File: src/rtl/nes_bus_pkg.sv
// -----------------------------------------------------------------------------
// nes_bus_pkg
// Shared definitions for the NES CPU-side bus arbiter (nes_bus_arb) and its
// master-select mux (nes_bus_mux).
//   bus_state_t   : arbiter FSM states
//   bus_sel_t     : which master drives the shared bus
//   OAM_DMA_LEN   : length of one sprite OAM DMA in bus cycles
//   MAX_WR_RUN    : longest run of consecutive 6502 writes (RMW / IRQ push)
//   state_to_sel(): default bus owner for each FSM state
// -----------------------------------------------------------------------------
package nes_bus_pkg;

    typedef enum logic [2:0] {
        IDLE,
        WAITRD,
        HALT,
        ALIGN,
        GNT,
        REL
    } bus_state_t;

    typedef enum logic [1:0] {
        SEL_CPU,
        SEL_DUMMY,
        SEL_SPR,
        SEL_DMC
    } bus_sel_t;

    localparam int OAM_DMA_LEN = 512;
    localparam int MAX_WR_RUN  = 3;

    // HALT and ALIGN replay the CPU address as a read so the halted 6502
    // never sees a write it did not issue.
    function automatic bus_sel_t state_to_sel(input bus_state_t st);
        case (st)
            HALT, ALIGN: return SEL_DUMMY;
            GNT:         return SEL_SPR;
            default:     return SEL_CPU;
        endcase
    endfunction

endpackage

File: src/rtl/nes_bus_mux.sv
// -----------------------------------------------------------------------------
// nes_bus_mux
// Combinational master select for the shared CPU bus plus read-data fan-out.
// The select comes only from arbiter state registers, so the bus switches
// cleanly on clock edges and never follows a raw request line.
// Ports:
//   i_sel                      bus owner select (bus_sel_t)
//   i_cpu_addr/wn/wdata        6502 address, write_n, write data
//   i_spr_addr/wn/wdata        sprite DMA address, write_n, write data
//   i_dmc_addr                 DMC sample-fetch address (read only)
//   i_bus_rdata                shared bus read data
//   o_bus_addr/wn/wdata        shared bus outputs
//   o_cpu_rdata, o_spr_rdata   read data copies, qualified by each consumer
// -----------------------------------------------------------------------------
module nes_bus_mux
    import nes_bus_pkg::*;
(
    input  bus_sel_t    i_sel,
    input  logic [15:0] i_cpu_addr,
    input  logic        i_cpu_wn,
    input  logic [7:0]  i_cpu_wdata,
    input  logic [15:0] i_spr_addr,
    input  logic        i_spr_wn,
    input  logic [7:0]  i_spr_wdata,
    input  logic [15:0] i_dmc_addr,
    input  logic [7:0]  i_bus_rdata,
    output logic [15:0] o_bus_addr,
    output logic        o_bus_wn,
    output logic [7:0]  o_bus_wdata,
    output logic [7:0]  o_cpu_rdata,
    output logic [7:0]  o_spr_rdata
);

    always_comb begin
        o_bus_addr  = i_cpu_addr;
        o_bus_wn    = i_cpu_wn;
        o_bus_wdata = i_cpu_wdata;
        case (i_sel)
            SEL_DUMMY: o_bus_wn = 1'b1;
            SEL_SPR: begin
                o_bus_addr  = i_spr_addr;
                o_bus_wn    = i_spr_wn;
                o_bus_wdata = i_spr_wdata;
            end
            SEL_DMC: begin
                o_bus_addr = i_dmc_addr;
                o_bus_wn   = 1'b1;
            end
            default: ;
        endcase
    end

    assign o_cpu_rdata = i_bus_rdata;
    assign o_spr_rdata = i_bus_rdata;

endmodule

File: src/rtl/nes_bus_arb.sv
// -----------------------------------------------------------------------------
// nes_bus_arb
// Arbitrates the NES CPU bus between the 6502 and the PPU OAM-DMA master.
// The CPU is stalled through RDY (only possible on a read cycle), each DMA
// grant starts on an even ("get") cycle, and a grant watchdog force-releases
// the bus after P_MAX_GNT cycles, setting the sticky o_gnt_err flag.
// Optional feature macro: NES_DMC_DMA_EN adds a DMC sample-fetch master
// (i_dmc_req, i_dmc_addr, o_dmc_gnt, o_dmc_rdata) that wins in IDLE and can
// steal one even cycle out of a running sprite DMA.
// Ports:
//   i_clk, i_rstn                 clock, asynchronous active-low reset
//   i_cpu_*, o_cpu_rdy/rdata      6502 side
//   i_spr_req/*, o_spr_gnt/rdata  sprite DMA side
//   o_bus_*, i_bus_rdata          shared bus
//   o_gnt_err                     sticky watchdog flag
// -----------------------------------------------------------------------------
module nes_bus_arb
    import nes_bus_pkg::*;
#(
    parameter int P_MAX_GNT = 600,
    parameter int P_CNT_W   = 10
) (
    input  logic        i_clk,
    input  logic        i_rstn,
    input  logic [15:0] i_cpu_addr,
    input  logic        i_cpu_wn,
    input  logic [7:0]  i_cpu_wdata,
    output logic        o_cpu_rdy,
    output logic [7:0]  o_cpu_rdata,
    input  logic        i_spr_req,
    output logic        o_spr_gnt,
    input  logic [15:0] i_spr_addr,
    input  logic        i_spr_wn,
    input  logic [7:0]  i_spr_wdata,
    output logic [7:0]  o_spr_rdata,
    output logic [15:0] o_bus_addr,
    output logic        o_bus_wn,
    output logic [7:0]  o_bus_wdata,
    input  logic [7:0]  i_bus_rdata,
`ifdef NES_DMC_DMA_EN
    input  logic        i_dmc_req,
    input  logic [15:0] i_dmc_addr,
    output logic        o_dmc_gnt,
    output logic [7:0]  o_dmc_rdata,
`endif
    output logic        o_gnt_err
);

    bus_state_t         r_state;
    logic               r_par;
    logic [P_CNT_W-1:0] r_cnt;
    logic [1:0]         r_wr_cnt;
    logic               r_cpu_rdy;
    logic               r_spr_gnt;
    logic               r_gnt_err;

    logic               w_new_req;   // any master asking while IDLE
    logic               w_req;       // request of the master being served
    logic [15:0]        w_dmc_addr;
    bus_sel_t           w_sel;

`ifdef NES_DMC_DMA_EN
    logic r_dmc_own;   // the pending/active grant belongs to DMC
    logic r_dmc_gnt;
    logic r_steal;     // current GNT cycle was stolen from sprite DMA

    assign w_new_req   = i_dmc_req | i_spr_req;
    assign w_req       = r_dmc_own ? i_dmc_req : i_spr_req;
    assign w_dmc_addr  = i_dmc_addr;
    assign o_dmc_gnt   = r_dmc_gnt;
    assign o_dmc_rdata = i_bus_rdata;

    always_comb begin
        w_sel = state_to_sel(r_state);
        if (r_state == GNT && (r_dmc_own || r_steal))
            w_sel = SEL_DMC;
    end
`else
    assign w_new_req  = i_spr_req;
    assign w_req      = i_spr_req;
    assign w_dmc_addr = '0;
    assign w_sel      = state_to_sel(r_state);
`endif

    always_ff @(posedge i_clk or negedge i_rstn) begin
        if (!i_rstn) begin
            r_state   <= IDLE;
            r_par     <= 1'b0;
            r_cnt     <= '0;
            r_wr_cnt  <= '0;
            r_cpu_rdy <= 1'b1;
            r_spr_gnt <= 1'b0;
            r_gnt_err <= 1'b0;
`ifdef NES_DMC_DMA_EN
            r_dmc_own <= 1'b0;
            r_dmc_gnt <= 1'b0;
            r_steal   <= 1'b0;
`endif
        end else begin
            r_par <= ~r_par;
            case (r_state)
                IDLE: begin
                    // The IDLE cycle itself is the first write of a run.
                    r_wr_cnt <= 2'd1;
                    if (w_new_req) begin
`ifdef NES_DMC_DMA_EN
                        r_dmc_own <= i_dmc_req;
`endif
                        if (i_cpu_wn) begin
                            r_state   <= HALT;
                            r_cpu_rdy <= 1'b0;
                        end else begin
                            r_state <= WAITRD;
                        end
                    end
                end
                WAITRD: begin
                    // A 6502 never writes more than MAX_WR_RUN times in a
                    // row; a longer run is treated as a read so DMA cannot
                    // be starved by a stuck write line.
                    if (!w_req) begin
                        r_state <= REL;
                    end else if (i_cpu_wn || r_wr_cnt == 2'(MAX_WR_RUN)) begin
                        r_state   <= HALT;
                        r_cpu_rdy <= 1'b0;
                    end else begin
                        r_wr_cnt <= r_wr_cnt + 2'd1;
                    end
                end
                HALT, ALIGN: begin
                    if (!w_req) begin
                        r_state <= REL;
                    end else if (r_state == HALT && r_par) begin
                        r_state <= ALIGN;
                    end else begin
                        r_state <= GNT;
`ifdef NES_DMC_DMA_EN
                        if (r_dmc_own) r_dmc_gnt <= 1'b1;
                        else           r_spr_gnt <= 1'b1;
`else
                        r_spr_gnt <= 1'b1;
`endif
                    end
                end
                GNT: begin
`ifdef NES_DMC_DMA_EN
                    if (r_dmc_own) begin
                        r_state   <= REL;
                        r_dmc_gnt <= 1'b0;
                    end else if (r_steal) begin
                        // Counter held across the stolen cycle.
                        r_steal   <= 1'b0;
                        r_dmc_gnt <= 1'b0;
                        if (!i_spr_req) r_state   <= REL;
                        else            r_spr_gnt <= 1'b1;
                    end else
`endif
                    if (!i_spr_req) begin
                        r_state   <= REL;
                        r_spr_gnt <= 1'b0;
                    end else if (r_cnt == P_CNT_W'(P_MAX_GNT - 1)) begin
                        r_state   <= REL;
                        r_spr_gnt <= 1'b0;
                        r_gnt_err <= 1'b1;
                    end else begin
                        r_cnt <= r_cnt + P_CNT_W'(1);
`ifdef NES_DMC_DMA_EN
                        if (i_dmc_req && !r_par) begin
                            r_steal   <= 1'b1;
                            r_spr_gnt <= 1'b0;
                            r_dmc_gnt <= 1'b1;
                        end
`endif
                    end
                end
                REL: begin
                    // Requests seen here are ignored; IDLE samples again.
                    r_state   <= IDLE;
                    r_cpu_rdy <= 1'b1;
                    r_cnt     <= '0;
                    r_spr_gnt <= 1'b0;
                end
                default: begin
                    r_state   <= IDLE;
                    r_cpu_rdy <= 1'b1;
                    r_spr_gnt <= 1'b0;
                end
            endcase
        end
    end

    assign o_cpu_rdy = r_cpu_rdy;
    assign o_spr_gnt = r_spr_gnt;
    assign o_gnt_err = r_gnt_err;

    nes_bus_mux u_mux (
        .i_sel       (w_sel),
        .i_cpu_addr  (i_cpu_addr),
        .i_cpu_wn    (i_cpu_wn),
        .i_cpu_wdata (i_cpu_wdata),
        .i_spr_addr  (i_spr_addr),
        .i_spr_wn    (i_spr_wn),
        .i_spr_wdata (i_spr_wdata),
        .i_dmc_addr  (w_dmc_addr),
        .i_bus_rdata (i_bus_rdata),
        .o_bus_addr  (o_bus_addr),
        .o_bus_wn    (o_bus_wn),
        .o_bus_wdata (o_bus_wdata),
        .o_cpu_rdata (o_cpu_rdata),
        .o_spr_rdata (o_spr_rdata)
    );

endmodule
File: config.mk
export PLATFORM = sky130hd
export DESIGN_NAME = nes_bus_arb
export DESIGN_NICKNAME = d
export VERILOG_FILES = /design/src/rtl/nes_bus_pkg.sv /design/src/rtl/nes_bus_mux.sv /design/src/rtl/nes_bus_arb.sv
export SDC_FILE = /design/constraint.sdc
export NUM_CORES = 1
export LEC_CHECK = 0
export ABC_CLOCK_PERIOD_IN_PS = 2700
export CAP_MARGIN = 20
export CELL_PAD_IN_SITES_DETAIL_PLACEMENT = 0
export CELL_PAD_IN_SITES_GLOBAL_PLACEMENT = 1
export CORE_ASPECT_RATIO = 1.1
export CORE_MARGIN = 5
export CORE_UTILIZATION = 26
export DETAILED_ROUTE_END_ITERATION = 6
export GPL_ROUTABILITY_DRIVEN = 1
export PLACE_DENSITY = 0.86
export SYNTH_ARGS = -nofsm -noshare
export SYNTH_HDL_FRONTEND = slang
export SYNTH_SLANG_ARGS = --single-unit
export TNS_END_PERCENT = 50
File: constraint.sdc
create_clock -name i_clk -period 2.7 [get_ports i_clk]
set_input_delay 0.405 -clock i_clk [delete_from_list [all_inputs] [get_ports i_clk]]
set_output_delay 0.405 -clock i_clk [all_outputs]
set_load 0.005 [all_outputs]
==> results of run 1 <==
[placed cells by master, fill, tap and decap left out, types with 2 or more instances in the layout]
| cell | netlist | layout |
|---|---|---|
| and3_1 | 4 | 4 |
| a21oi_1 | 9 | 9 |
| buf_4 | 18 | 3 |
| nand3_1 | 5 | 5 |
| nand2_1 | 6 | 6 |
| dfrtp_1 | 18 | 18 |
| clkdlybuf4s50_1 | 0 | 80 |
| clkbuf_8 | 0 | 3 |
| nor3b_1 | 2 | 2 |
| inv_1 | 3 | 3 |
| nor3_1 | 4 | 4 |
| nand2b_1 | 4 | 4 |
| inv_2 | 2 | 2 |
| nor2_1 | 5 | 5 |
| o21a_1 | 3 | 3 |
| a211oi_1 | 5 | 5 |
| o21ai_0 | 5 | 5 |
| a31oi_1 | 5 | 5 |
| and2_1 | 2 | 2 |
| ha_1 | 2 | 2 |
| a22oi_1 | 2 | 2 |
| mux2_2 | 24 | 24 |
| a211o_1 | 3 | 3 |
| a21o_1 | 2 | 2 |
[worst register-to-register path, cell delays in order, from the launching register on]
cell and delay [ns]:
dfrtp_1 0.64, inv_2 0.16, nor3_1 0.41, o21ai_1 0.23
a211o_1 0.33
[registers in the layout, indices dropped and copies added (netlist names)]
register   cells
r_wr_cnt       2
r_state        3
o_gnt_err      1
r_par          1
r_cnt         10
o_spr_gnt      1
o_cpu_rdy      1
[area by class of cell]
type / count / area (um^2) / area share
Tap cell: 77 / 96.3 / 0.0411
Clock buffer: 4 / 45.0 / 0.0192
Inverter: 5 / 18.8 / 0.00800
Multi-Input combinational cell: 113 / 865 / 0.369
Sequential cell: 19 / 477 / 0.203
Timing Repair Buffer: 84 / 843 / 0.360
[cells by family (layout without fill, tap and decap cells)]
group | Yosys count | in the layout | share of synthesized area
AO/OA/AOI/OAI | 45 | 45 | 0.202
AND/OR/NAND/NOR | 41 | 41 | 0.164
buffers and inverters | 29 | 93 | 0.118
multiplexers | 25 | 25 | 0.185
flip-flops | 19 | 19 | 0.315
adder cells (fa/ha/maj) | 2 | 2 | 0.0165
[metrics by stage]
step | power (mW) | utilization | worst slack (ns) | instance area (um^2)
final | 1.58 | 0.409 | 0.138 | 2340
after global routing | 1.70 | 0.409 | 0.0445 | 2340
after CTS | 1.59 | 0.409 | 0.139 | 2340
after detailed placement | 1.39 | 0.401 | 0.430 | 2300
after global placement | 1.38 | 0.401 | 0.449 | 2300
after floorplan | 0.969 | - | 0.857 | 1510
[path summary, 6_finish.rpt]
kind,depth (start not counted),end,start,slack (ns)
max reg2reg,4,r_cnt[9],r_state[0],0.82
min reg2reg,1,o_gnt_err,o_gnt_err,0.48
min,1,o_gnt_err,o_gnt_err,0.48
min in group asynchronous,1,r_cnt[9],i_rstn,0.63
max,4,o_bus_wdata[7],r_state[0],0.14
max in group asynchronous,1,o_spr_gnt,i_rstn,1.54
[power by group through the flow]
stage	clock [mW]	combinational (mW)	sequential (mW)
floorplan	0	0.566	0.403
global route	0.223	1.03	0.446
finish	0.203	0.947	0.433
CTS	0.207	0.956	0.432
global placement	0	0.949	0.435
detailed placement	0	0.950	0.437
[per-layer routing]
| metal | global-route usage | vias up | part of all wire |
|---|---|---|---|
| met5 | 0 | - | 0 |
| met4 | 0.0327 | 0 | 0.011 |
| met3 | 0.0460 | 5 | 0.12 |
| met2 | 0.169 | 83 | 0.44 |
| met1 | 0.143 | 658 | 0.43 |
| li1 | - | 714 | - |
==> run metrics, run 1 <==
register area share after synthesis=0.315; Synth top area share=0.298; Inst Count DP=~300; CP Launch Type=flop; Largest stage delay, worst path=0.55 ns; GRT Resource Usage Total=0.111; status=complete, no violations; I/O Buffers=80; setup_tns=0 ns; area of the core=between 5000 and 6000 um^2; FFs w/ async S/R, synth=1.00; Tcrit/Tclk final=0.949; VDD IR max=between 300 and 400 uV; Die X=between 80 and 90 um; Initial Util=0.264; min Tclk post-route=2.56 ns; vias in the first global route=about 1,500; top cell family by delay on the critical path=buffers and inverters; leakage power=around 0.94 nW; Detail Placement HPWL=around 3600 um; synth top area cells=dfrtp_1 (30%), mux2_2 (18%), buf_4 (8.9%); hold_ws=between 0.4 and 0.5 ns; Post-synth top cells=mux2_2 (24), buf_4 (18), dfrtp_1 (18); Final Hold Viols=0; leading area contributor after synthesis=dfrtp_1; CTS buffer count=3; Hold Crit Class=flop to flop; Avg Inst Size Synth=around 9.4 um^2; pin slew with the least headroom to its limit=between 0.8 and 0.9 ns; Die Ht=90.0 um; Std-Cell Rows=29; Net Count, Synth=around 220; Seq cells post-synth=19; Fmax=approximately 0.39 GHz; net total in the final layout=approximately 290; Worst EP required=2.30 ns; Clock Tree Buf Depth=2; Primary FF master, synth=dfrtp_1; Final GP Congestion=~0.87; largest net degree at the start of global routing=26; area grow syn2layout=54.9%; share of cells above drive strength 1=0.169; Post-CTS Hold Fix Bufs=0; Logic pwr share=0.598; Slew Viols, Final=0; most numerous cell in the Yosys netlist=mux2_2; slowest stage cell, crit path=dfrtp_1; clock share of power=0.128; switching power=~0.58 mW; Final setup viols=0; Ys Warns=0; total wire length=between 4000 and 5000 um; initial antenna violation count=0; Clock Skew=roughly 0.0020 ns; Avg Vias per Cell=roughly 4.8; clk slew on worst S/H paths=about 0.07 ns; # resized after CTS=0; post-CTS setup buffer count=0; full die area=about 7500 um^2; clock sink count=19; Reg power frac=0.274; Slew headroom=0.427; Critical Path Fanout Max=25; # H-tree levels=1; Synth Instances=approximately 160; residual DRC count=0; EDFF count, synth=0; Pint=roughly 1.0 mW; crit path cell chain=nor3b_4 -> buf_12 -> mux2_2 -> clkdlybuf4s50_1; first-pass GRT wire length=around 6700 um; Routed Antenna Nets=0; sw frac=0.364; drt pass-1 iters=4; later-pin clock latency in the skew report=around 0.26 ns; Synth cell types=46; Power Density=about 680 nW/um^2; fin cells=~300; Cell Area, Synth=approximately 1500 um^2; 1st-iter DRT viols=94; Max Cap Violations=0; critical path class=flop to output port; FILL cells=between 500 and 600; Setup crit end kind=output port; clk root buf=clkbuf_8; WL/cell=between 10 and 15 um; CTS tree=done; total inserted antenna cells=0; grt ovf=0; Worst Path Buf+Inv=2; Vias=around 1,500; crit path DAT=roughly 2.2 ns; RSZ-0062 raised after global routing=false; I/O pin count=between 100 and 150
Power figures use the tool's default switching activity.
==> run 2, diff against run 1 <==
Settings changed: CORE_UTILIZATION 26 to 27, CTS_BUF_LIST set to sky130_fd_sc_hd__clkbuf_8, CTS_CLUSTER_DIAMETER set to 50, PLACE_DENSITY 0.86 to 0.89.
==> run metrics, run 2 (same netlist as run 1, synthesis figures left out) <==
status=complete, no violations; min Tclk post-route=about 2.6 ns; initial antenna violation count=0; Pint=around 1.0 mW; FILL cells=~520; Die Ht=slightly below 90 um; Avg Vias per Cell=just under 5; Initial Util=0.279; Final Hold Viols=0; full die area=~7200 um^2; total inserted antenna cells=0; FF-to-FF End=r_cnt[9]; I/O pin count=about 110; clk root buf=clkbuf_8; worst setup path end=o_bus_wdata[6]; most frequent cells in the layout=clkdlybuf4s50_1 (80), mux2_2 (24), dfrtp_1 (18), a21oi_1 (9), nand2_1 (6); Setup crit end kind=output port; clk slew on worst S/H paths=roughly 0.080 ns; Routed Antenna Nets=0; Slew Viols, Final=0; # H-tree levels=1; Met2 Wirelength=around 2000 um; Clock Skew=0.00544 ns; hold_ws=approximately 0.47 ns; Std-Cell Rows=28; net total in the final layout=~290; RSZ-0062 raised after global routing=false; # resized after CTS=0; Post-CTS Hold Fix Bufs=0; critical path class=flop to output port; Clock Tree Buf Depth=2; worst r2r src=r_state[0]; share of cells above drive strength 1=0.173; Detail Placement HPWL=3610 um; Vias=1,487; Setup crit start=r_state[0]; switching power=between 0.5 and 0.6 mW; Slew headroom=0.635; largest registers=r_cnt: 10 flops, r_state: 3 flops, r_wr_cnt: 2 flops; dpl ws=between 0.4 and 0.5 ns; Fmax=0.390 GHz; setup_tns=0 ns; met3 routed WL=around 510 um; final instance area=2340 um^2; Final setup viols=0; crit path DAT=2.16 ns; Logic pwr share=0.597; worst reg-to-reg setup slack=0.81 ns; Critical Path Fanout Max=25; Reg power frac=0.275; DP Area=around 2300 um^2; first-pass GRT wire length=~7100 um; GRT Resource Usage Total=0.126; grt ovf=0; Reg2Reg Depth=4; Tcrit/Tclk final=0.950; WL/cell=15.0 um; Top Metal Used=met4; max FFs per register=10; later-pin clock latency in the skew report=around 0.26 ns; utilization after layout=0.432; Final GP Congestion=0.810; Inst Count DP=296; Biggest register=r_cnt; Worst EP required=roughly 2.3 ns; area grow syn2layout=54.8%; leakage power=about 0.94 nW; largest net degree at the start of global routing=26; Power Density=roughly 680 nW/um^2; I/O Buffers=80; sw frac=0.369; area of the core=5430 um^2; Worst Hold Launch=r_par; vias in the first global route=~1,500; total wire length=approximately 4500 um; CTS tree=done; clock share of power=0.128; drt pass-1 iters=4; clock sink count=19; CP Launch Type=flop; Max Cap Violations=0; Die X=81.4 um; most common cell after layout, fill and taps aside=clkdlybuf4s50_1; final setup margin=~0.14 ns; total power=1.59 mW; post-CTS setup buffer count=0; routed metal-1 wire length=between 1500 and 2000 um; fin cells=300; 1st-iter DRT viols=between 150 and 200; VDD IR max=around 280 uV; residual DRC count=0; Hold Crit Class=flop to flop; pin slew with the least headroom to its limit=between 0.5 and 0.6 ns; CTS buffer count=3
==> run 2: final cells by class <==
class | instances | area, um^2 | area share
inverters | 5 | 18.8 | 0.00801
clock buffers | 3 | 41.3 | 0.0176
flip-flops and latches | 19 | 477 | 0.203
multi-input cells | 113 | 865 | 0.369
clock inverters | 1 | 5.00 | 0.00214
well taps | 75 | 93.8 | 0.0400
repair buffers | 84 | 843 | 0.360
==> run 2: critical path, stage by stage, from the launching register on <==
cell             delay (ns)
dfrtp_1                0.55
nor3b_4                0.28
buf_12                 0.20
mux2_2                 0.39
clkdlybuf4s50_1        0.47
==> run 2: worst min path at each step <==
stage | cells after the start | end | slack, ns
after floorplan | 0 | o_gnt_err | 0.11
after global placement | 1 | r_par | 0.46
after detailed placement | 1 | r_par | 0.46
after CTS | 1 | r_par | 0.47
after global routing | 2 | r_wr_cnt[0] | 0.51
final | 1 | r_par | 0.47
==> run 2: power by group through the flow <==
stage / registers, mW / clock network, mW / logic [mW]
3_3_place_gp: 0.438 / 0 / 0.945
5_1_grt: 0.451 / 0.223 / 1.04
6_report: 0.438 / 0.204 / 0.951
3_5_place_dp: 0.442 / 0 / 0.954
4_1_cts: 0.438 / 0.210 / 0.957
2_1_floorplan: 0.403 / 0 / 0.566
==> run 2: routing by layer <==
layer | global-route usage | vias up
met5 | 0 | -
met4 | 0.0415 | 0
met3 | 0.0438 | 5
met2 | 0.206 | 83
met1 | 0.154 | 684
li1 | - | 715
